### src/rtl/ctrl_pkg.sv
// Shared encodings for the multicycle RV32I control unit: state codes, opcodes and datapath mux selects.
// Optional build macro ILLEGAL_TRAP_EN makes the TRAP state reachable.
package ctrl_pkg;

    localparam logic [3:0] ST_FETCH  = 4'd0;
    localparam logic [3:0] ST_DECODE = 4'd1;
    localparam logic [3:0] ST_MEMADR = 4'd2;
    localparam logic [3:0] ST_MEMRD  = 4'd3;
    localparam logic [3:0] ST_MEMWB  = 4'd4;
    localparam logic [3:0] ST_MEMWR  = 4'd5;
    localparam logic [3:0] ST_EXECR  = 4'd6;
    localparam logic [3:0] ST_EXECI  = 4'd7;
    localparam logic [3:0] ST_ALUWB  = 4'd8;
    localparam logic [3:0] ST_BEQ    = 4'd9;
    localparam logic [3:0] ST_JAL    = 4'd10;
    localparam logic [3:0] ST_TRAP   = 4'd11;

    typedef enum logic [3:0] {
        S_FETCH  = ST_FETCH,
        S_DECODE = ST_DECODE,
        S_MEMADR = ST_MEMADR,
        S_MEMRD  = ST_MEMRD,
        S_MEMWB  = ST_MEMWB,
        S_MEMWR  = ST_MEMWR,
        S_EXECR  = ST_EXECR,
        S_EXECI  = ST_EXECI,
        S_ALUWB  = ST_ALUWB,
        S_BEQ    = ST_BEQ,
        S_JAL    = ST_JAL,
        S_TRAP   = ST_TRAP
    } state_e;

    localparam logic [6:0] OP_LW  = 7'b0000011;
    localparam logic [6:0] OP_SW  = 7'b0100011;
    localparam logic [6:0] OP_R   = 7'b0110011;
    localparam logic [6:0] OP_I   = 7'b0010011;
    localparam logic [6:0] OP_BEQ = 7'b1100011;
    localparam logic [6:0] OP_JAL = 7'b1101111;

    localparam logic [1:0] IMM_I = 2'b00;
    localparam logic [1:0] IMM_S = 2'b01;
    localparam logic [1:0] IMM_B = 2'b10;
    localparam logic [1:0] IMM_J = 2'b11;

    localparam logic [1:0] RES_ALUOUT = 2'b00;
    localparam logic [1:0] RES_MEM    = 2'b01;
    localparam logic [1:0] RES_ALURES = 2'b10;

    localparam logic [1:0] SRCA_PC    = 2'b00;
    localparam logic [1:0] SRCA_OLDPC = 2'b01;
    localparam logic [1:0] SRCA_RS1   = 2'b10;

    localparam logic [1:0] SRCB_RS2  = 2'b00;
    localparam logic [1:0] SRCB_IMM  = 2'b01;
    localparam logic [1:0] SRCB_FOUR = 2'b10;

    localparam logic [1:0] ALUOP_ADD   = 2'b00;
    localparam logic [1:0] ALUOP_SUB   = 2'b01;
    localparam logic [1:0] ALUOP_FUNCT = 2'b10;

    // Immediate format follows the opcode alone; unknown opcodes fall back to I.
    function automatic logic [1:0] imm_src_of(input logic [6:0] op);
        logic [1:0] imm;
        imm = IMM_I;
        case (op)
            OP_SW:   imm = IMM_S;
            OP_BEQ:  imm = IMM_B;
            OP_JAL:  imm = IMM_J;
            default: imm = IMM_I;
        endcase
        return imm;
    endfunction

endpackage

### src/rtl/retire_counter.sv
// Retired-instruction counter: wraps modulo 2^CNT_W, cleared asynchronously by rst_n.
module retire_counter #(
    parameter int CNT_W = 32
) (
    input  logic             clk,
    input  logic             rst_n,
    input  logic             inc_i,
    output logic [CNT_W-1:0] count_o
);

    logic [CNT_W-1:0] count_q;
    logic [CNT_W-1:0] count_d;

    always_comb begin
        count_d = count_q;
        if (inc_i) begin
            count_d = count_q + {{(CNT_W-1){1'b0}}, 1'b1};
        end
    end

    always_ff @(posedge clk or negedge rst_n) begin
        if (!rst_n) begin
            count_q <= '0;
        end else begin
            count_q <= count_d;
        end
    end

    assign count_o = count_q;

endmodule

### src/rtl/multicycle_ctrl.sv
// Multicycle RV32I control FSM with one shared memory port and a retire counter.
// Build macro ILLEGAL_TRAP_EN adds the sticky 'illegal' output and a TRAP state left only by reset.
//
// state  | meaning
// FETCH  | read instruction at PC, PC <= PC+4 when memory answers
// DECODE | compute branch target OldPC+imm, dispatch on opcode
// MEMADR | rs1+imm address for lw/sw
// MEMRD  | load access, wait for mem_ready
// MEMWB  | write loaded data to rd
// MEMWR  | store access, wait for mem_ready
// EXECR  | rs1 op rs2
// EXECI  | rs1 op imm
// ALUWB  | write ALUOut to rd
// BEQ    | compare rs1/rs2, take branch on zero
// JAL    | PC <= target, ALUOut <= OldPC+4
// TRAP   | illegal opcode seen, idle until reset
module multicycle_ctrl
    import ctrl_pkg::*;
#(
    parameter int CNT_W = 32,
    parameter int OP_W  = 7
) (
    input  logic             clk,
    input  logic             rst_n,
    input  logic [OP_W-1:0]  op,
    input  logic             zero,
    input  logic             mem_ready,
    output logic             mem_req,
    output logic             MemWrite,
    output logic             AdrSrc,
    output logic             IRWrite,
    output logic             PCWrite,
    output logic             RegWrite,
    output logic [1:0]       ResultSrc,
    output logic [1:0]       ALUSrcA,
    output logic [1:0]       ALUSrcB,
    output logic [1:0]       ALUOp,
    output logic [1:0]       ImmSrc,
`ifdef ILLEGAL_TRAP_EN
    output logic             illegal,
`endif
    output logic [CNT_W-1:0] instret
);

    state_e state_q;
    state_e state_d;

    logic       retire;
    logic       mem_req_c;
    logic       mem_write_c;
    logic       adr_src_c;
    logic       ir_write_c;
    logic       pc_update_c;
    logic       branch_c;
    logic       reg_write_c;
    logic [1:0] result_src_c;
    logic [1:0] alu_src_a_c;
    logic [1:0] alu_src_b_c;
    logic [1:0] alu_op_c;
    logic       trap_active;

    always_ff @(posedge clk or negedge rst_n) begin
        if (!rst_n) begin
            state_q <= S_FETCH;
        end else begin
            state_q <= state_d;
        end
    end

    always_comb begin
        state_d      = state_q;
        retire       = 1'b0;
        mem_req_c    = 1'b0;
        mem_write_c  = 1'b0;
        adr_src_c    = 1'b0;
        ir_write_c   = 1'b0;
        pc_update_c  = 1'b0;
        branch_c     = 1'b0;
        reg_write_c  = 1'b0;
        result_src_c = RES_ALUOUT;
        alu_src_a_c  = SRCA_PC;
        alu_src_b_c  = SRCB_RS2;
        alu_op_c     = ALUOP_ADD;

        case (state_q)
            S_FETCH: begin
                mem_req_c    = 1'b1;
                alu_src_a_c  = SRCA_PC;
                alu_src_b_c  = SRCB_FOUR;
                result_src_c = RES_ALURES;
                ir_write_c   = mem_ready;
                pc_update_c  = mem_ready;
                if (mem_ready) begin
                    state_d = S_DECODE;
                end
            end
            S_DECODE: begin
                alu_src_a_c = SRCA_OLDPC;
                alu_src_b_c = SRCB_IMM;
                if (op == OP_LW || op == OP_SW) begin
                    state_d = S_MEMADR;
                end else if (op == OP_R) begin
                    state_d = S_EXECR;
                end else if (op == OP_I) begin
                    state_d = S_EXECI;
                end else if (op == OP_BEQ) begin
                    state_d = S_BEQ;
                end else if (op == OP_JAL) begin
                    state_d = S_JAL;
                end else begin
`ifdef ILLEGAL_TRAP_EN
                    state_d = S_TRAP;
`else
                    // Unknown opcode behaves as a NOP and does not retire.
                    state_d = S_FETCH;
`endif
                end
            end
            S_MEMADR: begin
                alu_src_a_c = SRCA_RS1;
                alu_src_b_c = SRCB_IMM;
                state_d     = (op == OP_LW) ? S_MEMRD : S_MEMWR;
            end
            S_MEMRD: begin
                mem_req_c = 1'b1;
                adr_src_c = 1'b1;
                if (mem_ready) begin
                    state_d = S_MEMWB;
                end
            end
            S_MEMWB: begin
                result_src_c = RES_MEM;
                reg_write_c  = 1'b1;
                retire       = 1'b1;
                state_d      = S_FETCH;
            end
            S_MEMWR: begin
                mem_req_c   = 1'b1;
                mem_write_c = 1'b1;
                adr_src_c   = 1'b1;
                if (mem_ready) begin
                    retire  = 1'b1;
                    state_d = S_FETCH;
                end
            end
            S_EXECR: begin
                alu_src_a_c = SRCA_RS1;
                alu_src_b_c = SRCB_RS2;
                alu_op_c    = ALUOP_FUNCT;
                state_d     = S_ALUWB;
            end
            S_EXECI: begin
                alu_src_a_c = SRCA_RS1;
                alu_src_b_c = SRCB_IMM;
                alu_op_c    = ALUOP_FUNCT;
                state_d     = S_ALUWB;
            end
            S_ALUWB: begin
                result_src_c = RES_ALUOUT;
                reg_write_c  = 1'b1;
                retire       = 1'b1;
                state_d      = S_FETCH;
            end
            S_BEQ: begin
                alu_src_a_c = SRCA_RS1;
                alu_src_b_c = SRCB_RS2;
                alu_op_c    = ALUOP_SUB;
                branch_c    = 1'b1;
                retire      = 1'b1;
                state_d     = S_FETCH;
            end
            S_JAL: begin
                alu_src_a_c = SRCA_OLDPC;
                alu_src_b_c = SRCB_FOUR;
                pc_update_c = 1'b1;
                state_d     = S_ALUWB;
            end
`ifdef ILLEGAL_TRAP_EN
            S_TRAP: begin
                state_d = S_TRAP;
            end
`endif
            default: begin
                state_d = S_FETCH;
            end
        endcase
    end

`ifdef ILLEGAL_TRAP_EN
    logic illegal_q;

    always_ff @(posedge clk or negedge rst_n) begin
        if (!rst_n) begin
            illegal_q <= 1'b0;
        end else if (state_d == S_TRAP) begin
            illegal_q <= 1'b1;
        end
    end

    assign illegal     = illegal_q;
    assign trap_active = (state_q == S_TRAP);
`else
    assign trap_active = 1'b0;
`endif

    // Every output is forced low while reset is held, independent of the clock.
    assign mem_req   = rst_n & mem_req_c;
    assign MemWrite  = rst_n & mem_write_c;
    assign AdrSrc    = rst_n & adr_src_c;
    assign IRWrite   = rst_n & ir_write_c;
    assign PCWrite   = rst_n & (pc_update_c | (branch_c & zero));
    assign RegWrite  = rst_n & reg_write_c;
    assign ResultSrc = {2{rst_n}} & result_src_c;
    assign ALUSrcA   = {2{rst_n}} & alu_src_a_c;
    assign ALUSrcB   = {2{rst_n}} & alu_src_b_c;
    assign ALUOp     = {2{rst_n}} & alu_op_c;
    assign ImmSrc    = (rst_n && !trap_active) ? imm_src_of(op) : IMM_I;

    retire_counter #(
        .CNT_W(CNT_W)
    ) u_retire_counter (
        .clk    (clk),
        .rst_n  (rst_n),
        .inc_i  (retire),
        .count_o(instret)
    );

endmodule

### config.mk
export PLATFORM = sky130hd
export DESIGN_NAME = multicycle_ctrl
export DESIGN_NICKNAME = d
export VERILOG_FILES = /design/src/rtl/ctrl_pkg.sv /design/src/rtl/retire_counter.sv /design/src/rtl/multicycle_ctrl.sv
export SDC_FILE = /design/constraint.sdc
export NUM_CORES = 1
export LEC_CHECK = 0
export ABC_AREA = 1
export BUFFER_PORTS_ARGS = -buffer_cell sky130_fd_sc_hd__buf_2
export CORE_MARGIN = 8
export CORE_UTILIZATION = 58
export CTS_CLUSTER_SIZE = 14
export DETAILED_ROUTE_END_ITERATION = 8
export PLACE_DENSITY_LB_ADDON = 0.25
export SYNTH_ARGS = -nofsm -noshare
export SYNTH_HDL_FRONTEND = slang
export SYNTH_SLANG_ARGS = --single-unit
### constraint.sdc
create_clock -name clk -period 3.4 [get_ports clk]
set_input_delay 0.68 -clock clk [delete_from_list [all_inputs] [get_ports clk]]
set_output_delay 0.68 -clock clk [all_outputs]
set_load 0.01 [all_outputs]
==> impl_metrics.json <==
{
  "multi_input_area_um2": 1410,
  "maxSlewHeadroom": 0.699,
  "wl_per_cell_um": 12.5,
  "rsz0062_at_grt": "false",
  "yosysTopAreaCell": "dfrtp_1",
  "max_freq_mhz": 425,
  "io_pins": 59,
  "hold_viol_final": 0,
  "crit_path_start": "op[3]",
  "grt_pass1_vias": 2625,
  "routed_via_density": 5.17,
  "max_stage_delay_ns": 0.33,
  "fin_tns_setup_ns": 0,
  "worstSetupEndpoint": "ImmSrc[1]",
  "synth_top_cell_area_share": 0.357,
  "cts_tree": "yes",
  "synth-seq-area-share": 0.357,
  "die_h_um": 81.9,
  "required_ns": 2.72,
  "crit_type": "in2out",
  "die_x_um": 81.9,
  "crit_family": "buffers and inverters",
  "dp_cells": 501,
  "crit_chain": "buf_2 > nor3_2 > inv_1 > o21ai_1 > inv_1 > nor2_1 > buf_2",
  "clockBufferDepth": 2,
  "grt_max_degree": 41,
  "grt_pass1_wl_um": 11300,
  "timing.final.crit_share": 0.692,
  "avgSynthCellArea_um2": 6.37,
  "finalSetupViolCount": 0,
  "core-area_um2": 4260,
  "dr_total_vias": 2624,
  "hold_buffers": 0,
  "ys_async_sr_fraction": 1.00,
  "nFillCells": 384,
  "htree_num_levels": 2,
  "yosys-top-cells-area": "dfrtp_1 36%, nand2_1 24%, nor2_1 10%",
  "dr.pass1.iters": 4,
  "end_kind": "output port",
  "worstPathArrival_ns": 1.67,
  "finalNonFillerCells": 508,
  "mappedNetlistNets": 408,
  "synth_cell_types": 29,
  "wl_um": 6340,
  "netlist_instances": 396,
  "cp_num_buf_inv": 4,
  "leakage_nw": 1.47,
  "track_usage": 0.211,
  "fin_area_um2": 2940,
  "fin_crit_ns": 2.35,
  "dp_slack_ns": 1.04,
  "drv_cap": 0,
  "postCtsSetupBuffers": 0,
  "first_iter_violations": 172,
  "grt_overflow": 0,
  "clock_latency_ns": 0.29,
  "drv_slew": 0,
  "clock_skew_ns": 0.00417,
  "worst_slack_ns": 1.05,
  "place_area_um2": 2840,
  "outcome": "finished clean",
  "numPortBuffers": 58,
  "drtAntennaViolNets": 0,
  "hpwl_um": 4970,
  "clock_sinks": 36,
  "rows": 24,
  "worst_setup_path_start_kind": "input pin",
  "worstMarginPinSlew_ns": 0.452,
  "antenna_found_initial": 0,
  "initial_core_util": 0.592,
  "r2r_start": "state_q[1]",
  "yosysWarnings": 0,
  "place.gp.congestion": 0.927,
  "final_layout_size_suffix_gt1_frac": 0.178,
  "hp-class": "in2async",
  "peakVddDrop_mv": 0.385,
  "n_antenna_cell": 0,
  "regArea_um2": 901,
  "synth-edff-count": 0,
  "nNetsFinal": 468,
  "post_cts_resized": 0,
  "r2r_slack_ns": 1.66,
  "cts-buffers-inserted": 5,
  "r2r_cells": 8,
  "cts.clk_slew.worst_paths_ns": 0.06,
  "yosys_register_bits": 36,
  "crit_slowest_cell": "nor3_2",
  "cp.depth": 7,
  "layout-area-overhead-vs-synth_pct": 16.4,
  "syn_area_um2": 2520,
  "power_mw": 1.11,
  "rr_endpoint": "u_retire_counter.count_o[11]",
  "synthFlopType": "dfrtp_1",
  "power.density_nw_per_um2": 380,
  "die_area_um2": 6710,
  "route.detailed.drc": 0,
  "root_buffer": "clkbuf_8",
  "cp_max_fo": 6
}
-- cell families (layout without fill, tap and decap cells) --
group / after synthesis / count (layout) / share of synthesized area
AOI/OAI and AO/OA: 16 / 16 / 0.0367
xor gates and xnor gates: 17 / 17 / 0.0590
adders and majority gates: 1 / 1 / 0.00496
buffers and inverters: 50 / 110 / 0.0838
DFF: 36 / 36 / 0.357
and+or+nand+nor: 276 / 276 / 0.458
-- how the worst min path moves through the flow --
stage | from | cells past startpoint | endpoint
global placement | u_retire_counter.count_o[4] | 1 | u_retire_counter.count_o[4]
detailed placement | u_retire_counter.count_o[9] | 1 | u_retire_counter.count_o[9]
floorplan | rst_n | 0 | state_q[0]
global route | rst_n | 2 | u_retire_counter.count_o[16]
finish | rst_n | 2 | state_q[3]
CTS | rst_n | 2 | state_q[3]
-- placed cells by master (no fill, tap or decap), drive strengths merged --
cell type and n:
a211oi 1, a21boi 1, a21oi 5, a31oi 2, and2 1, buf 59
clkbuf 7, dfrtp 36, ha 1, inv 44, nand2 164, nand3 26
nand3b 2, nand4 5, nor2 70, nor3 8, o211ai 1, o21ai 5
o31ai 1, xnor2 8, xor2 9
-- cell type report --
| class | instances | share of cell area |
|---|---|---|
| inverter | 44 | 0.0563 |
| clock buffer | 7 | 0.0328 |
| sequential | 36 | 0.307 |
| timing repair buffer | 59 | 0.101 |
| multi-input combinational | 310 | 0.480 |
| tap | 52 | 0.0222 |
-- routing by layer --
metal / global-route usage / vias to the layer above / wire length (um)
li1: - / 1346 / -
met3: 0.0503 / 13 / 404
met5: 0 / - / 0
met4: 0.0930 / 0 / 143
met2: 0.371 / 85 / 3130
met1: 0.237 / 1180 / 2660
-- worst reg2reg max path, cell delays in order, from the launching register on --
cell and delay, ns:
dfrtp_1 0.44, inv_2 0.13, nand2_2 0.09, nor2_4 0.15, nand2_2 0.09, nand2_4 0.32
inv_2 0.23, nand2_1 0.12, nand2_1 0.05
-- cell usage after synthesis (3+ instances only) --
cell	instances
nand4_1	5
xnor2_1	8
nand3_1	26
nand2_1	159
dfrtp_1	36
nor3_2	3
nor2_1	67
nand2_2	4
nor3_1	5
inv_2	4
nor2_4	3
inv_1	40
a21oi_1	5
xor2_1	9
o21ai_0	4
-- metrics by stage --
step | hold slack (ns) | util
6_report | 0.441 | 0.688
5_1_grt | 0.487 | 0.688
4_1_cts | 0.456 | 0.688
3_5_place_dp | 0.509 | 0.666
3_3_place_gp | 0.510 | 0.666
2_1_floorplan | 0.384 | -
-- where the power goes --
group          internal, mW  leakage [nW]  total [mW]  switching, mW
registers             0.457         0.491       0.496         0.0395
logic                0.0946         0.930       0.291          0.196
clock network         0.180        0.0503       0.327          0.147
-- sequential cells by signal (all words and copies together) (netlist names) --
name and count:
u_retire_counter.count_o 32, state_q 4
Power figures use the tool's default switching activity.
